`config.mk`:
```
export PLATFORM = sky130hd
export DESIGN_NAME = cache_fill_fsm
export DESIGN_NICKNAME = d
export VERILOG_FILES = /design/src/rtl/cache_fill_fsm.sv
export SDC_FILE = /design/constraint.sdc
export NUM_CORES = 1
export LEC_CHECK = 0
export ABC_AREA = 1
export CAP_MARGIN = 0
export CORE_MARGIN = 8
export CORE_UTILIZATION = 40
export DETAILED_ROUTE_END_ITERATION = 12
export PLACE_DENSITY = 0.86
export SETUP_SLACK_MARGIN = 0.3
export SYNTH_ARGS = -nofsm -noshare
export SYNTH_HDL_FRONTEND = slang
export SYNTH_SLANG_ARGS = --single-unit
```
`constraint.sdc`:
```
create_clock -name clk -period 2.85 [get_ports clk]
set_input_delay 0.57 -clock clk [delete_from_list [all_inputs] [get_ports clk]]
set_output_delay 0.57 -clock clk [all_outputs]
set_load 0.02 [all_outputs]
```
`src/rtl/cache_fill_fsm.sv`:
```
// Block-fill initiator: issues one word read per block word to a pipelined memory and
// streams the in-order responses into the cache data array. Optional: CRITICAL_WORD_FIRST_EN.
module cache_fill_fsm #(
  parameter int ADDR_WIDTH  = 16,
  parameter int OFFSET_BITS = 3
) (
  input  logic                   clk,
  input  logic                   rst,
  input  logic                   miss_detected,
  input  logic [ADDR_WIDTH-1:0]  miss_address,
  output logic                   fsm_busy,
  output logic                   mem_enable,
  output logic                   mem_wr,
  output logic [ADDR_WIDTH-1:0]  mem_address,
  input  logic                   mem_data_valid,
  input  logic [15:0]            mem_data,
  output logic                   write_data_array,
  output logic [OFFSET_BITS-1:0] word_offset,
  output logic [15:0]            write_data,
  output logic                   write_tag_array,
  output logic                   fill_done
);

  localparam int WORDS = 1 << OFFSET_BITS;
  localparam int CW    = OFFSET_BITS + 1;
  localparam int HI    = ADDR_WIDTH - OFFSET_BITS - 1;

  typedef enum logic {IDLE, FILL} state_t;

  state_t                 state;
  logic [HI-1:0]          base_hi;
  logic [OFFSET_BITS-1:0] start;
  logic [CW-1:0]          req_cnt;
  logic [CW-1:0]          rsp_cnt;

  logic [OFFSET_BITS-1:0] miss_start;
  logic [OFFSET_BITS-1:0] req_idx;
  logic [OFFSET_BITS-1:0] rsp_idx;
  logic                   start_fill;
  logic                   req_open;
  logic                   last_rsp;

`ifdef CRITICAL_WORD_FIRST_EN
  assign miss_start = miss_address[OFFSET_BITS:1];
`else
  assign miss_start = '0;
`endif

  // Indices are OFFSET_BITS wide so the sum wraps inside the block; no carry reaches the tag.
  assign req_idx    = start + req_cnt[OFFSET_BITS-1:0];
  assign rsp_idx    = start + rsp_cnt[OFFSET_BITS-1:0];
  assign start_fill = (state == IDLE) && miss_detected;
  assign req_open   = req_cnt < CW'(WORDS);
  assign last_rsp   = (state == FILL) && mem_data_valid && (rsp_cnt == CW'(WORDS - 1));
  assign mem_wr     = 1'b0;

  always_comb begin
    // NOTE: every output gets a default first so no path through the block infers a latch.
    fsm_busy         = 1'b0;
    mem_enable       = 1'b0;
    mem_address      = '0;
    write_data_array = 1'b0;
    word_offset      = '0;
    write_data       = '0;
    write_tag_array  = 1'b0;
    fill_done        = 1'b0;
    if (start_fill) begin
      // First request leaves in the miss cycle itself, straight from the incoming address.
      fsm_busy    = 1'b1;
      mem_enable  = 1'b1;
      mem_address = {miss_address[ADDR_WIDTH-1:OFFSET_BITS+1], miss_start, 1'b0};
    end else if (state == FILL) begin
      fsm_busy = 1'b1;
      if (req_open) begin
        mem_enable  = 1'b1;
        mem_address = {base_hi, req_idx, 1'b0};
      end
      if (mem_data_valid) begin
        write_data_array = 1'b1;
        word_offset      = rsp_idx;
        write_data       = mem_data;
      end
      write_tag_array = last_rsp;
      fill_done       = last_rsp;
    end
  end

  // NOTE: sequential state uses non-blocking assignments so every register samples pre-edge values.
  always_ff @(posedge clk) begin
    if (rst) begin
      state   <= IDLE;
      base_hi <= '0;
      start   <= '0;
      req_cnt <= '0;
      rsp_cnt <= '0;
    end else begin
      case (state)
        IDLE: begin
          if (miss_detected) begin
            state   <= FILL;
            base_hi <= miss_address[ADDR_WIDTH-1:OFFSET_BITS+1];
            start   <= miss_start;
            req_cnt <= CW'(1);
            rsp_cnt <= '0;
          end
        end
        FILL: begin
          if (req_open)       req_cnt <= req_cnt + 1'b1;
          if (mem_data_valid) rsp_cnt <= rsp_cnt + 1'b1;
          if (last_rsp) begin
            state   <= IDLE;
            req_cnt <= '0;
            rsp_cnt <= '0;
          end
        end
      endcase
    end
  end

endmodule

```
# --- After elaboration in Yosys (flattened, before gate mapping) ---
# Index checks and enable logic that the tools add are counted.
totals:
  regBits: 21
  in_bits: 36
  output_inout_bits: 41
classes:
  addsub: 2
  order_cmp: 1
  eq_ne: 4
  muxes: 30
  bitwise: 1
  n_reduce_logical: 6
op_table:
  columns: ["operator", "n"]
  rows:
  - ["$mux 16", 6]
  - ["$mux 4", 6]
  - ["$pmux 4 s2", 2]
  - ["$mux 1", 12]
  - ["$mux 3", 3]
  - ["$add 4x1->4 const B", 2]
  - ["$reduce_and 2->1", 3]
  - ["$eq 4x3->1 const B", 1]
  - ["$lt 4x4->1 const B", 1]
  - ["$logic_and 1x1->1", 3]
  - ["$ne 3x1->1 const B", 1]
  - ["$ne 3x2->1 const B", 1]
  - ["$ne 2x2->1 const B", 1]
  - ["$pmux 1 s2", 1]
  - ["$not 1->1", 1]

# --- Depth between registers and ports, before layout ---
logic_depth:
  word_depth: 4
  mapped_depth: 7
  ltp_nobuf: 6

# --- Least setup slack after synthesis ---
# Ideal clock, no wire load.
synth_timing:
  path_type: "input port to output port"
  from: "input mem_data_valid"
  to: "output write_tag_array"
  arrival_time_ns: 1.177
  required_ns: 2.280
  slack_ns: 1.103
  cell_stages: 5
  path_buffers: 1
  path_cell_list: "nand2_4 -> nor2_4 -> nand2_2 -> inv_1 -> buf_4"
synth_between:
  elab_chain_len: 4
synth_rtl:
  columns: ["item", "line", "rtl"]
  rows:
  - ["start, declared", "15", "input logic mem_data_valid,"]
  - ["$logic_and 1x1->1 (2 in a row)", "54", "assign last_rsp = (state == FILL) && mem_data_valid && (rsp_cnt == CW'(WORDS - 1));"]
  - ["$mux 1 (2 in a row)", null, null]
  - ["end, declared", "20", "output logic write_tag_array,"]
# Every way passes these cells.

# --- Worst setup path after layout ---
layout_timing:
  from: "input mem_data_valid"
  to: "output write_data[12]"
layout_between:
  elab_chain_len: 3
layout_rtl:
  columns: ["item", "line", "rtl"]
  rows:
  - ["$mux 16", "78", "if (mem_data_valid) begin"]
  - ["$mux 16", "72", "end else if (state == FILL) begin"]
  - ["$mux 16", "67", "if (start_fill) begin"]
  - ["end, declared", "19", "output logic [15:0] write_data,"]
# Every way passes these cells.

==> impl_metrics.prom <==
# TYPE chip_impl_metric gauge
chip_impl_info{name="outcome",value="finished, final reports clean"} 1
chip_impl_metric{name="p_switching",unit="uW"} 213
chip_impl_metric{name="grt_first_pass_wirelength",unit="um"} 5650
chip_impl_metric{name="switching_share",unit="%"} 31.7
chip_impl_metric{name="postSynthRegisterBits",unit=""} 21
chip_impl_metric{name="max_ir_drop_vdd",unit="mV"} 0.238
chip_impl_metric{name="max-clock-path-buffers",unit=""} 2
chip_impl_metric{name="first_global_vias",unit=""} 1349
chip_impl_metric{name="routed-via-count",unit=""} 1400
chip_impl_metric{name="drive_above_1_share",unit="%"} 8.33
chip_impl_metric{name="slew_violations",unit=""} 0
chip_impl_metric{name="number_of_buffers_added_by_the_clock_tree_synthesis_step",unit=""} 3
chip_impl_metric{name="globalRoute.totalOverflow",unit=""} 0
chip_impl_metric{name="power_density",unit="nW/um^2"} 334
chip_impl_info{name="cts_tree",value="yes"} 1
chip_impl_metric{name="arrival",unit="ps"} 1940
chip_impl_metric{name="die-height",unit="um"} 72.2
chip_impl_info{name="setup_repair_after_global_routing_missed_its_margin",value="false"} 1
chip_impl_metric{name="numPortBuffers",unit=""} 70
chip_impl_info{name="endpoint",value="write_data[12]"} 1
chip_impl_info{name="ys.flop_type",value="sky130_fd_sc_hd__dfxtp_1"} 1
chip_impl_metric{name="initial_core_utilization",unit="%"} 41.7
chip_impl_info{name="worstSetupStartpoint",value="mem_data_valid"} 1
chip_impl_metric{name="power.static_leakage",unit="nW"} 1.20
chip_impl_metric{name="gr-usage-all-layers",unit="%"} 13.0
chip_impl_metric{name="floorplan.io_pins",unit=""} 77
chip_impl_metric{name="synth.yosys.warnings",unit=""} 0
chip_impl_metric{name="finalWorstPathRequiredPeriod",unit="ps"} 2510
chip_impl_info{name="worst_r2r_endpoint",value="rsp_cnt[3]"} 1
chip_impl_metric{name="htreeDepth",unit=""} 1
chip_impl_metric{name="finalSetupViolations",unit=""} 0
chip_impl_metric{name="die_width",unit="um"} 72.2
chip_impl_metric{name="cts_hold_buf",unit=""} 0
chip_impl_metric{name="avgViaCountPerCell",unit=""} 4.55
chip_impl_metric{name="netlist-cell-type-count",unit=""} 25
chip_impl_metric{name="pwr-share-comb",unit="%"} 31.3
chip_impl_metric{name="synthArstFlopShare",unit="%"} 0
chip_impl_info{name="synth.largest_area_cell",value="sky130_fd_sc_hd__dfxtp_1"} 1
chip_impl_metric{name="fmax",unit="MHz"} 399
chip_impl_info{name="r2r-start",value="rsp_cnt[0]"} 1
chip_impl_metric{name="synth_largest_type_area_fraction",unit="%"} 33.3
chip_impl_metric{name="share_of_total_power_in_sequential_cells",unit="%"} 47.5
chip_impl_metric{name="timing.hold.ws",unit="ps"} 473
chip_impl_metric{name="timing_hold_violations_final",unit=""} 0
chip_impl_metric{name="die_area",unit="um^2"} 5210
chip_impl_metric{name="maximum_fanout_count_along_the_critical_path",unit=""} 18
chip_impl_metric{name="core-area",unit="um^2"} 3030
chip_impl_metric{name="detail-route-antenna-nets",unit=""} 0
chip_impl_metric{name="routabilityCongestion",unit=""} 0.835
chip_impl_metric{name="sequential_area_share_after_synthesis",unit="%"} 33.3
chip_impl_metric{name="final.setup.tns",unit="ps"} 0
chip_impl_info{name="cts_root_buffer",value="sky130_fd_sc_hd__clkbuf_4"} 1
chip_impl_metric{name="final_min_period_over_clock_period",unit="%"} 88.0
chip_impl_info{name="crit_path_start_kind",value="primary input"} 1
chip_impl_metric{name="worst_r2r_path_depth",unit=""} 7
chip_impl_metric{name="clock_latency",unit="ps"} 300
chip_impl_metric{name="post_synthesis_cell_area",unit="um^2"} 1260
chip_impl_metric{name="num-nets-final",unit=""} 303
chip_impl_info{name="synth_area_leaders",value="sky130_fd_sc_hd__dfxtp_1 (33%), sky130_fd_sc_hd__nand2_1 (14%), sky130_fd_sc_hd__inv_1 (8.9%)"} 1
chip_impl_metric{name="number_of_drc_markers_after_the_initial_detailed_route_iteration",unit=""} 61
chip_impl_metric{name="skew",unit="ps"} 3.48
chip_impl_metric{name="drc_errors",unit=""} 0
chip_impl_metric{name="antenna_found_initial",unit=""} 0
chip_impl_metric{name="area_growth_syn_to_layout",unit="%"} 59.0
chip_impl_metric{name="diodes",unit=""} 0
chip_impl_metric{name="detailedRoute.firstPassIterationCount",unit=""} 6
chip_impl_metric{name="required",unit="ps"} 2280
chip_impl_metric{name="cts_setup_buffers",unit=""} 0
chip_impl_metric{name="clkTransAtPathRegs",unit="ps"} 120
chip_impl_metric{name="post_synth_edffs",unit=""} 0
chip_impl_metric{name="drv_cap",unit=""} 0
chip_impl_info{name="setup.worst_path.class",value="in -> out"} 1
chip_impl_metric{name="dp.final_hpwl",unit="um"} 2860
chip_impl_metric{name="num_rows",unit=""} 20
chip_impl_metric{name="drt-wirelength-per-cell",unit="um"} 11.5
chip_impl_metric{name="synthesis.instances",unit=""} 194
chip_impl_metric{name="grt_max_degree",unit=""} 19
chip_impl_info{name="setup.worst_path.end_class",value="primary output"} 1
chip_impl_metric{name="cellInternalPower",unit="uW"} 458
chip_impl_info{name="hold_class",value="reg -> reg"} 1
chip_impl_metric{name="r2r_slack",unit="ps"} 1510
chip_impl_metric{name="fillerInstances",unit=""} 290
chip_impl_metric{name="power.clock.fraction",unit="%"} 21.2
chip_impl_metric{name="cts_sinks",unit=""} 21
chip_impl_metric{name="drt-total-wl",unit="um"} 3550
chip_impl_metric{name="synth_area_per_cell",unit="um^2"} 6.51
[critical path, stage by stage]
cell                              delay [ps]
sky130_fd_sc_hd__clkdlybuf4s50_1         500
sky130_fd_sc_hd__nand2_4                 140
sky130_fd_sc_hd__nor2_1                  110
sky130_fd_sc_hd__clkdlybuf4s50_1         610
[cells by family (layout without fill, tap and decap cells)]
kind of cell    Yosys count  after routing  synth area share [%]
simple gates            100            100                  35.7
buf+inv                  45            114                  18.0
compound gates           25             25                  10.7
flops                    21             21                  33.3
fa+ha+maj                 2              2                  1.98
other cells               1              2                 0.297
[metrics by stage]
step	cell area, um^2	worst slack (ps)	power, mW	instances	util (%)
final	2010	342	0.670	308	66.4
after global routing	2010	303	0.711	308	66.4
after CTS	1980	301	0.678	308	65.4
after global placement	1980	133	0.547	304	65.4
after floorplan	1270	1100	0.446	195	-
after detailed placement	1980	96.5	0.549	304	65.4
[placed cells by master, fill, tap and decap left out, drive strengths merged, types with 3 or more instances in the layout]
master         count
inv               31
clkdlybuf4s50     36
dlymetal6s2s      13
o21ai              3
nand2             52
clkinv             3
dlygate4sd2       20
nand4              3
dfxtp             21
nor2              25
a21oi             20
nand3             19
clkbuf             4
buf                7
[Yosys cell counts (2+ instances only)]
| cell | count |
|---|---|
| sky130_fd_sc_hd__nand2_1 | 47 |
| sky130_fd_sc_hd__inv_1 | 30 |
| sky130_fd_sc_hd__nor2_1 | 24 |
| sky130_fd_sc_hd__dfxtp_1 | 21 |
| sky130_fd_sc_hd__a21oi_1 | 20 |
| sky130_fd_sc_hd__nand3_1 | 19 |
| sky130_fd_sc_hd__buf_6 | 5 |
| sky130_fd_sc_hd__buf_4 | 3 |
| sky130_fd_sc_hd__nand4_1 | 3 |
| sky130_fd_sc_hd__buf_1 | 2 |
| sky130_fd_sc_hd__clkinv_2 | 2 |
| sky130_fd_sc_hd__ha_1 | 2 |
| sky130_fd_sc_hd__nand2_2 | 2 |
| sky130_fd_sc_hd__nand2_4 | 2 |
| sky130_fd_sc_hd__o21ai_0 | 2 |
[area by class of cell]
type | count | area (um^2) | area share [%]
clock buffers | 3 | 22.5 | 1.12
well taps | 44 | 55.1 | 2.74
repair buffers | 77 | 756 | 37.6
inverters | 33 | 131 | 6.54
clock inverters | 1 | 5.00 | 0.249
multi-input cells | 129 | 619 | 30.8
flip-flops and latches | 21 | 420 | 20.9
[worst min path at each step]
stage	from	endpoint	slack, ps	cells after the start
after detailed placement	base_hi[11]	base_hi[11]	460	2
final	base_hi[11]	base_hi[11]	470	2
after global placement	base_hi[10]	base_hi[10]	450	2
after CTS	base_hi[11]	base_hi[11]	470	2
after floorplan	base_hi[0]	base_hi[0]	440	2
after global routing	base_hi[2]	base_hi[2]	480	2
[routing by layer]
layer	track usage [%]	vias up	wire length, um
li1	-	733	-
met1	14.9	594	1610
met2	21.3	71	1480
met3	5.37	2	435
met4	4.54	0	22
met5	0	-	0
[repair_timing]
action / in CTS / in global routing
endpoints found under the setup margin: 21 / 14
resized for setup: 21 / 15
gates cloned: 0 / 0
[sequential cells by signal (all words and copies together) (netlist names)]
register  cells
rsp_cnt       4
state         1
req_cnt       4
base_hi      12
[power groups by stage]
stage	registers (mW)	clock network [mW]	logic [mW]
after floorplan	0.323	0	0.123
after global placement	0.324	0	0.222
after detailed placement	0.325	0	0.225
after CTS	0.318	0.147	0.213
after global routing	0.320	0.160	0.230
final	0.318	0.142	0.210
(Power assumes the default switching activity.)
